===== src/rtl/blackjack_turn_controller.sv =====
// Sequences one blackjack hand: opening deal, gated player turn with key-release
// debounce, dealer draw-to-threshold turn and final result.
package blackjack_pkg;
  typedef enum logic [1:0] {
    COMMAND_NONE  = 2'd0,
    COMMAND_HIT   = 2'd1,
    COMMAND_STAND = 2'd2
  } gameCommand;
endpackage

module blackjack_turn_controller
  import blackjack_pkg::*;
#(
  parameter int unsigned DEALER_STAND   = 17,
  parameter int unsigned RELEASE_CYCLES = 1000
) (
  input  logic       clk,
  input  logic       reset,
  input  logic       start,
  input  logic       player_ready,
  input  gameCommand player_command,
  input  logic       card_valid,
  input  logic [3:0] card_value,
  output logic       card_req,
  output logic       turn_indicator,
  output logic [4:0] player_total,
  output logic [4:0] dealer_total,
  output logic [1:0] result,
  output logic       done
);

  typedef enum logic [3:0] {
    IDLE, DEAL_P1, DEAL_D1, DEAL_P2, DEAL_D2, EVAL_P, PLAYER_TURN, PLAYER_HIT,
    WAIT_RELEASE, DEALER_TURN, DEALER_HIT, RESOLVE, DONE
  } state_t;

  localparam logic [4:0]  STAND_LIMIT   = 5'(DEALER_STAND);
  localparam logic [15:0] RELEASE_LIMIT = 16'(RELEASE_CYCLES);

  function automatic logic [4:0] best_total(input logic [4:0] hard, input logic ace);
    if (ace && hard <= 5'd11) return hard + 5'd10;
    return hard;
  endfunction

  function automatic logic [4:0] card_points(input logic [3:0] v);
    if (v >= 4'd1 && v <= 4'd10) return {1'b0, v};
    return 5'd10;
  endfunction

  state_t      state_q, state_d;
  logic [4:0]  p_hard_q, p_hard_d, d_hard_q, d_hard_d;
  logic        p_ace_q, p_ace_d, d_ace_q, d_ace_d;
  logic [4:0]  p_total_q, p_total_d, d_total_q, d_total_d;
  logic [1:0]  result_q, result_d;
  logic        done_q, done_d;
  logic        card_req_q, card_req_d;
  logic        turn_q, turn_d;
  logic [15:0] rel_cnt_q, rel_cnt_d;
  logic        pend_dealer_q, pend_dealer_d;

  logic       accept, add_player, add_dealer, card_is_ace;
  logic [4:0] pts, p_best, d_best;

  always_comb begin
    state_d       = state_q;
    p_hard_d      = p_hard_q;
    p_ace_d       = p_ace_q;
    d_hard_d      = d_hard_q;
    d_ace_d       = d_ace_q;
    result_d      = result_q;
    done_d        = done_q;
    card_req_d    = card_req_q;
    rel_cnt_d     = rel_cnt_q;
    pend_dealer_d = pend_dealer_q;
    add_player    = 1'b0;
    add_dealer    = 1'b0;
    accept        = card_req_q && card_valid;
    pts           = card_points(card_value);
    card_is_ace   = (card_value == 4'd1);
    p_best        = best_total(p_hard_q, p_ace_q);
    d_best        = best_total(d_hard_q, d_ace_q);

    case (state_q)
      IDLE, DONE: begin
        if (start) begin
          p_hard_d   = 5'd0;
          p_ace_d    = 1'b0;
          d_hard_d   = 5'd0;
          d_ace_d    = 1'b0;
          result_d   = 2'd0;
          done_d     = 1'b0;
          card_req_d = 1'b1;
          state_d    = DEAL_P1;
        end
      end
      DEAL_P1: begin
        card_req_d = !accept;
        if (accept) begin
          add_player = 1'b1;
          state_d    = DEAL_D1;
        end
      end
      DEAL_D1: begin
        card_req_d = !accept;
        if (accept) begin
          add_dealer = 1'b1;
          state_d    = DEAL_P2;
        end
      end
      DEAL_P2: begin
        card_req_d = !accept;
        if (accept) begin
          add_player = 1'b1;
          state_d    = DEAL_D2;
        end
      end
      DEAL_D2: begin
        card_req_d = !accept;
        if (accept) begin
          add_dealer = 1'b1;
          state_d    = EVAL_P;
        end
      end
      EVAL_P: begin
        if (p_best == 5'd21)     state_d = DEALER_TURN;
        else if (p_best > 5'd21) state_d = RESOLVE;
        else                     state_d = PLAYER_TURN;
      end
      PLAYER_TURN: begin
        if (player_ready) begin
          if (player_command == COMMAND_HIT) begin
            pend_dealer_d = 1'b0;
            card_req_d    = 1'b1;
            state_d       = PLAYER_HIT;
          end else if (player_command == COMMAND_STAND) begin
            pend_dealer_d = 1'b1;
            rel_cnt_d     = 16'd0;
            state_d       = WAIT_RELEASE;
          end
        end
      end
      PLAYER_HIT: begin
        card_req_d = !accept;
        if (accept) begin
          add_player = 1'b1;
          rel_cnt_d  = 16'd0;
          state_d    = WAIT_RELEASE;
        end
      end
      // A held key keeps the counter at zero, so one press yields one action.
      WAIT_RELEASE: begin
        if (rel_cnt_q == RELEASE_LIMIT) begin
          rel_cnt_d = 16'd0;
          state_d   = pend_dealer_q ? DEALER_TURN : EVAL_P;
        end else if (player_ready) begin
          rel_cnt_d = 16'd0;
        end else begin
          rel_cnt_d = rel_cnt_q + 16'd1;
        end
      end
      DEALER_TURN: begin
        if (d_best < STAND_LIMIT) begin
          card_req_d = 1'b1;
          state_d    = DEALER_HIT;
        end else begin
          state_d = RESOLVE;
        end
      end
      DEALER_HIT: begin
        card_req_d = !accept;
        if (accept) begin
          add_dealer = 1'b1;
          state_d    = DEALER_TURN;
        end
      end
      RESOLVE: begin
        if (p_best > 5'd21)       result_d = 2'd2;
        else if (d_best > 5'd21)  result_d = 2'd1;
        else if (p_best > d_best) result_d = 2'd1;
        else if (p_best < d_best) result_d = 2'd2;
        else                      result_d = 2'd3;
        done_d  = 1'b1;
        state_d = DONE;
      end
      default: begin
        card_req_d = 1'b0;
        state_d    = IDLE;
      end
    endcase

    if (add_player) begin
      p_hard_d = p_hard_q + pts;
      p_ace_d  = p_ace_q | card_is_ace;
    end
    if (add_dealer) begin
      d_hard_d = d_hard_q + pts;
      d_ace_d  = d_ace_q | card_is_ace;
    end

    p_total_d = best_total(p_hard_d, p_ace_d);
    d_total_d = best_total(d_hard_d, d_ace_d);
    // A key still down from the previous turn must be released before the window reopens.
    turn_d    = (state_d == PLAYER_TURN) && !((state_q == PLAYER_TURN) && player_ready);
  end

  always_ff @(posedge clk or posedge reset) begin
    if (reset) begin
      state_q       <= IDLE;
      p_hard_q      <= 5'd0;
      p_ace_q       <= 1'b0;
      d_hard_q      <= 5'd0;
      d_ace_q       <= 1'b0;
      p_total_q     <= 5'd0;
      d_total_q     <= 5'd0;
      result_q      <= 2'd0;
      done_q        <= 1'b0;
      card_req_q    <= 1'b0;
      turn_q        <= 1'b0;
      rel_cnt_q     <= 16'd0;
      pend_dealer_q <= 1'b0;
    end else begin
      state_q       <= state_d;
      p_hard_q      <= p_hard_d;
      p_ace_q       <= p_ace_d;
      d_hard_q      <= d_hard_d;
      d_ace_q       <= d_ace_d;
      p_total_q     <= p_total_d;
      d_total_q     <= d_total_d;
      result_q      <= result_d;
      done_q        <= done_d;
      card_req_q    <= card_req_d;
      turn_q        <= turn_d;
      rel_cnt_q     <= rel_cnt_d;
      pend_dealer_q <= pend_dealer_d;
    end
  end

  assign card_req       = card_req_q;
  assign turn_indicator = turn_q;
  assign player_total   = p_total_q;
  assign dealer_total   = d_total_q;
  assign result         = result_q;
  assign done           = done_q;

endmodule


===== config.mk =====
export PLATFORM = sky130hd
export DESIGN_NAME = blackjack_turn_controller
export DESIGN_NICKNAME = d
export VERILOG_FILES = /design/src/rtl/blackjack_turn_controller.sv
export SDC_FILE = /design/constraint.sdc
export NUM_CORES = 1
export LEC_CHECK = 0
export CORE_UTILIZATION = 61
export CTS_BUF_LIST = sky130_fd_sc_hd__clkbuf_8
export CTS_CLUSTER_DIAMETER = 80
export CTS_CLUSTER_SIZE = 30
export DETAILED_ROUTE_END_ITERATION = 8
export MAX_ROUTING_LAYER = met4
export PLACE_DENSITY = 0.82
export RECOVER_POWER = 100
export SETUP_SLACK_MARGIN = 0.15
export SLEW_MARGIN = 20
export SYNTH_ARGS = -nofsm -noshare
export SYNTH_HDL_FRONTEND = slang
export SYNTH_SLANG_ARGS = --single-unit

===== constraint.sdc =====
create_clock -name clk -period 2.92 [get_ports clk]
set_input_delay 0.292 -clock clk [delete_from_list [all_inputs] [get_ports clk]]
set_output_delay 0.292 -clock clk [all_outputs]
set_load 0.005 [all_outputs]

; Word-level counts from Yosys, hierarchy flattened
; Cells that the tools add are included.
[classes]
n_bitwise = 3
order_cmp = 11
add_sub_neg = 7
n_eq_ne = 25
mux = 68
n_reduce_logical = 23
[ops]
columns = operator, count
row1 = $mux 16, 6
row2 = $mux 5, 16
row3 = $mux 4, 14
row4 = $pmux 16 s3, 1
row5 = $pmux 4 s12, 1
row6 = $mux 1, 23
row7 = $add 5x4->5 const B, 4
row8 = $eq 4x3->1 const B, 5
row9 = $eq 4x4->1 const B, 5
row10 = $le 5x4->1 const B, 4
row11 = $add 16x1->16 const B, 1
row12 = $eq 16x10->1 const B, 1
row13 = $ne 2x2->1 const B, 7
row14 = $add 5x5->5, 2
row15 = $gt 5x5->1 const B, 2
row16 = $reduce_and 5->1, 2
row17 = $reduce_or 3->1, 3
row18 = $eq 4x1->1 const B, 2
row19 = $eq 4x2->1 const B, 2
row20 = $logic_and 1x1->1, 8
row21 = $mux 2, 4
row22 = $reduce_or 6->1, 1
row23 = $eq 5x5->1 const B, 1
row24 = $gt 5x5->1, 1
row25 = other kinds (18), 21
[word_totals]
elab_cells = 150
ff_bits = 48

; Longest topological paths before layout
[logic_depth]
ltp_word = 10
ltp_mapped = 14

; Worst setup path after synthesis
; Ideal clock, no wire load.
[synth_path]
kind = input-to-reg
from = input card_value[2]
to = register d_total_q[3], in the netlist dealer_total[3]
path_stages = 14
setup_slack_ps = 85
arrival_time_ps = 2711
setup_time_ps = 124
cell_sequence = or2_2 -> a21boi_0 -> ha_1 -> fa_1 -> inv_1 -> a211oi_1 -> a31oi_1 -> inv_1 -> ha_1 -> o211ai_1 -> mux2i_1 -> nand2_1 -> nand3_1 -> o31a_1
[synth_between]
elab_chain_len = 10
[synth_rtl]
columns = element, line_no
row1 = "start, declared", 23  ; input logic [3:0] card_value,
row2 = $ge 4x1->1 or $le 4x4->1 (tied branches), 46  ; if (v >= 4'd1 && v <= 4'd10) return {1'b0, v};
row3 = $logic_and 1x1->1 (*), 46
row4 = $mux 1 (*), 46
row5 = $mux 5 (*), 47  ; return 5'd10;
row6 = $add 5x5->5 (*), 196  ; d_hard_d = d_hard_q + pts;
row7 = $mux 5 (*), 195  ; if (add_dealer) begin
row8 = named net d_hard_d[1], 51  ; logic [4:0] p_hard_q, p_hard_d, d_hard_q, d_hard_d;
row9 = $le 5x4->1, 41  ; if (ace && hard <= 5'd11) return hard + 5'd10;
row10 = $logic_and 1x1->1, 41
row11 = $mux 1, 41
row12 = $mux 5 (*), 42  ; return hard;
row13 = named net d_total_d[3], 53  ; logic [4:0] p_total_q, p_total_d, d_total_q, d_total_d;
row14 = "end signal, assigned", 228  ; d_total_q <= d_total_d;
row15 = "end, declared", 53
; The timed path passes the listed nets; every way through them passes the cells marked *. The select of a mux whose other input is x is not followed.
; A chain may end at the register's enable or synchronous reset.

; Final worst setup path
[layout_path]
from = input card_value[1]
to = register d_total_q[3], in the netlist dealer_total[3]
[layout_between]
elab_chain_len = 10
[layout_rtl]
columns = element, line_no
row1 = $ge 4x1->1 or $le 4x4->1 (tied branches), 46
row2 = $logic_and 1x1->1, 46
row3 = $mux 1, 46
row4 = $mux 5 (*), 47
row5 = $add 5x5->5 (*), 196
row6 = $mux 5 (*), 195
row7 = named net d_hard_d[1], 51
row8 = $le 5x4->1, 41
row9 = $logic_and 1x1->1, 41
row10 = $mux 1, 41
row11 = $mux 5 (*), 42
row12 = named net d_total_d[3], 53
; Marked as above.

==> metrics.md <==
| Metric | Value |
|---|---|
| Outcome | finished, violations left |
| Violated checks | capacitance limit, slew limit |
| Starting density of the core | 64.3% |
| CP endpoint | dealer_total[3]$_DFF_PP0_ |
| Number of enable-type register cells in the synthesized netlist | 0 |
| Count of mapped cells out of synthesis | 417 |
| Final period demand of the worst path | 2670 ps |
| Number of synthesized register bits | 46 |
| Count of final max-slew check failures | 47 |
| Arr. time, crit path | 2870 ps |
| Fraction of layout cells with a size suffix above 1 | 11.7% |
| Worst reg2reg startpoint | state_q[3]$_DFF_PP0_ |
| Half-perimeter wire length after placement | 6.59 mm |
| Sum of internal, switching and leakage power | 0.00363 W |
| Normalized max-slew margin | -19.0% |
| Average wire per cell in the routed design | 16.0 um |
| Share of the synthesized area in the top cell type | 31.9% |
| Commonest cells after routing, fill and taps aside | 44 x sky130_fd_sc_hd__dfrtp_1, 40 x sky130_fd_sc_hd__nand2_1, 33 x sky130_fd_sc_hd__nor2_1 |
| CP Data Required Time | 3120 ps |
| Most frequent standard cell in the layout excluding fill and tap cells | sky130_fd_sc_hd__dfrtp_1 |
| Drt pass-1 iters | 5 |
| Path category of the worst min-delay check | reg -> reg |
| Maximum Capacitance Violations | 1 |
| Setup repair after global routing missed its margin | true |
| Wire length reported by the detailed router | 8.68 mm |
| Max Clock Freq | 374 MHz |
| Synth async-reset ratio | 100% |
| Final period utilization | 91.6% |
| Boundary Pins | 26 |
| H-tree levels | 2 |
| DRT antenna net count | 0 |
| Kind of end point of the critical path | register |
| Area occupied by multi-input gates | 2290 um^2 |
| Overflow after GRT | 0 |
| Number of cells on the worst hold path | 2 |
| Deepest clock path buffer count | 2 |
| Clock tree root driver cell | sky130_fd_sc_hd__clkbuf_8 |
| Comb power frac | 61.1% |
| Type of the setup path with the least slack | in -> reg |
| Cell type with the highest aggregate area in the netlist | sky130_fd_sc_hd__dfrtp_1 |
| Cell area after synthesis | 3610 um^2 |
| Worst-case reg-to-reg path depth | 10 |
| Synth-to-layout area growth | 16.0% |
| Number of global-route vias before repair | 3286 |
| Cell internal pwr | 0.00200 W |
| Antenna Diode Count | 0 |
| Largest net degree at the start of global routing | 47 |
| Total negative slack for setup checks | 0 ps |
| Cts bufs inserted | 5 |
| Number of vias in the routed layout | 3415 |
| Synth unique cells | 78 |
| IO Port Bufs | 25 |
| Total power density per cell area | 867 nW/um^2 |
| Critical Path Max Stage Delay | 420 ps |
| Number of fill cells in the layout | 446 |
| Cells traversed along the worst timing path | dlygate4sd2_1 > or2_0 > a21boi_2 > ha_1 > fa_1 > inv_1 > a211oi_2 > a31oi_1 > inv_1 > ha_1 > o211ai_1 > mux2i_1 > nand2_1 > nand3_1 > o31a_1 |
| Number of hold buffers added after cts | 0 |
| Area of all sequential standard cells | 1150 um^2 |
| Worst-case hold slack | 487 ps |
| Via/cell ratio | 6.30 |
| Number of core rows | 27 |
| Clk network pwr share | 11.0% |
| Area of the placeable core | 5610 um^2 |
| Flop-to-flop setup slack | 270 ps |
| Number of violations reported at the end of detailed-routing iteration 0 | 244 |
| Num Clock Sinks | 46 |
| Routability Congestion | 0.925 |
| First-pass GRT wire length | 14.7 mm |
| Horizontal extent of the die | 78.9 um |
| Synthesis warning total | 0 |
| Reported net switching power | 0.00162 W |
| Share of synthesized area occupied by flip-flops and latches | 31.9% |
| Final routed DRC violation total | 0 |
| Worst Hold Launch | done$_DFFE_PP0P_ |
| Crit Reg-Reg Endpoint | dealer_total[3]$_DFF_PP0_ |
| Max FO, Critical Path | 3 |
| Final layout net count | 505 |
| Net count after synthesis | 453 |
| CTS clk-pin slew, worst paths | 90 ps |
| Critical-path top delay cell | sky130_fd_sc_hd__fa_1 |
| Die footprint | 6230 um^2 |
| Worst clock skew on the final layout | 6.23 ps |
| Height of the die | 78.9 um |
| Avg Inst Size Synth | 8.65 um^2 |
| Worst IR drop on VDD | 0.572 mV |
| Final setup vio count | 0 |
| CTS tree | built |
| Pin slew with the least headroom to its limit | 1780 ps |
| Sw frac | 44.7% |
| Kind of launch point of the worst setup path | input port |
| GRT Resource Usage Total | 30.4% |
| Top cells by area in the synthesized netlist | sky130_fd_sc_hd__dfrtp_1 32%, sky130_fd_sc_hd__ha_1 8.0%, sky130_fd_sc_hd__nand2_1 4.2%, sky130_fd_sc_hd__o21ai_0 3.6%, sky130_fd_sc_hd__nor2_1 3.4% |
| Final hold violation count | 0 |
| Static leakage | 1.90 nW |
| Antenna violations before repair | 0 |
| Synth Flop Type | sky130_fd_sc_hd__dfrtp_1 |
| Sequential cell fraction of total power | 27.9% |
| Launch point of the critical path | card_value[1] |
| Clock latency at the later pin of the worst-skew pair | 300 ps |
## per-stage QoR
stage	utilization, %	area (um^2)	setup slack [ps]	instances
floorplan	-	3610	175	417
global placement	73.4	4120	-171	533
detailed placement	73.4	4120	-268	533
CTS	75.6	4240	206	542
global route	74.6	4190	63.7	542
finish	74.6	4190	246	542
## flip-flops by register name, indices dropped and copies added, names as in the netlist, 2 cells and up
name          count
rel_cnt_q        16
dealer_total      5
player_total      5
d_hard_q          4
p_hard_q          4
state_q           4
result            2
## worst min path at each step
stage	end	slack [ps]
CTS	done$_DFFE_PP0P_	500
floorplan	pend_dealer_q$_DFFE_PP0P_	460
global placement	done$_DFFE_PP0P_	470
detailed placement	done$_DFFE_PP0P_	480
finish	done$_DFFE_PP0P_	490
global route	done$_DFFE_PP0P_	520
## cell families (layout without fill, tap and decap cells)
group                    count (synthesis)  in the layout  synth area share [%]
buffers and inverters                   35             88                  4.65
XOR/XNOR                                18             18                  4.37
multiplexers                             6              6                  1.73
AO/OA/AOI/OAI                          112            112                  21.5
adder cells (fa/ha/maj)                 25             25                  9.08
flip-flops                              46             46                  31.9
AND/OR/NAND/NOR                        175            175                  26.7
## power by group through the flow
stage               logic, W  clock network [W]  registers [W]
CTS                  0.00225           0.000408        0.00101
finish               0.00222           0.000400        0.00101
global placement     0.00215                  0        0.00102
detailed placement   0.00221                  0        0.00102
floorplan            0.00153                  0       0.000955
global route         0.00245           0.000432        0.00104
## final cells by class
class	instances	share of cell area, %
Tap cell	72	2.15
Inverter	20	1.79
Sequential cell	46	27.6
Timing Repair Buffer	60	11.6
Clock inverter	2	0.209
Multi-Input combinational cell	336	54.7
Clock buffer	6	1.97
## per-layer routing
| metal | part of all wire, % | GRT usage [%] | vias up |
|---|---|---|---|
| li1 | - | - | 1654 |
| met2 | 50 | 53.0 | 102 |
| met4 | 1.9 | 8.73 | 0 |
| met5 | 0 | - | - |
| met1 | 43 | 36.0 | 1640 |
| met3 | 5.0 | 5.52 | 19 |
## worst max-delay path, delay by kind of cell
family / cells / cell delay, ps
fa+ha+maj: 3 / 840
compound gates: 5 / 750
simple gates: 3 / 440
buf+inv: 3 / 420
mux: 1 / 110
## cell usage after synthesis (3+ instances only)
library cell and instances:
sky130_fd_sc_hd__and3_1 6, sky130_fd_sc_hd__a21oi_1 20, sky130_fd_sc_hd__nor2_1 33, sky130_fd_sc_hd__inv_1 20
sky130_fd_sc_hd__clkbuf_1 7, sky130_fd_sc_hd__nand3b_1 4, sky130_fd_sc_hd__nand4_1 5, sky130_fd_sc_hd__a21boi_0 4
sky130_fd_sc_hd__o31ai_1 3, sky130_fd_sc_hd__and4b_1 3, sky130_fd_sc_hd__a31oi_1 6, sky130_fd_sc_hd__nand4b_1 3
sky130_fd_sc_hd__and2_1 4, sky130_fd_sc_hd__nand3_1 18, sky130_fd_sc_hd__nor4_1 4, sky130_fd_sc_hd__o21ai_0 26
sky130_fd_sc_hd__a21oi_2 3, sky130_fd_sc_hd__a211oi_1 6, sky130_fd_sc_hd__nand2b_1 8, sky130_fd_sc_hd__xnor2_1 10
sky130_fd_sc_hd__nand2_1 40, sky130_fd_sc_hd__nor2b_1 6, sky130_fd_sc_hd__a21o_1 5, sky130_fd_sc_hd__nor3_1 10
sky130_fd_sc_hd__a311oi_1 3, sky130_fd_sc_hd__or4_1 4, sky130_fd_sc_hd__or3_1 3, sky130_fd_sc_hd__a211o_1 3
sky130_fd_sc_hd__mux2i_1 4, sky130_fd_sc_hd__a22o_1 4, sky130_fd_sc_hd__dfrtp_1 46, sky130_fd_sc_hd__xor2_1 8
sky130_fd_sc_hd__ha_1 23, sky130_fd_sc_hd__or2_2 4, sky130_fd_sc_hd__a221oi_1 3
## repair_timing
action,in CTS,in global routing
buffers inserted,1,0
pin swaps,6,0
resized for setup,10,5
setup endpoints to repair,5,6
Power figures use the tool's default switching activity.
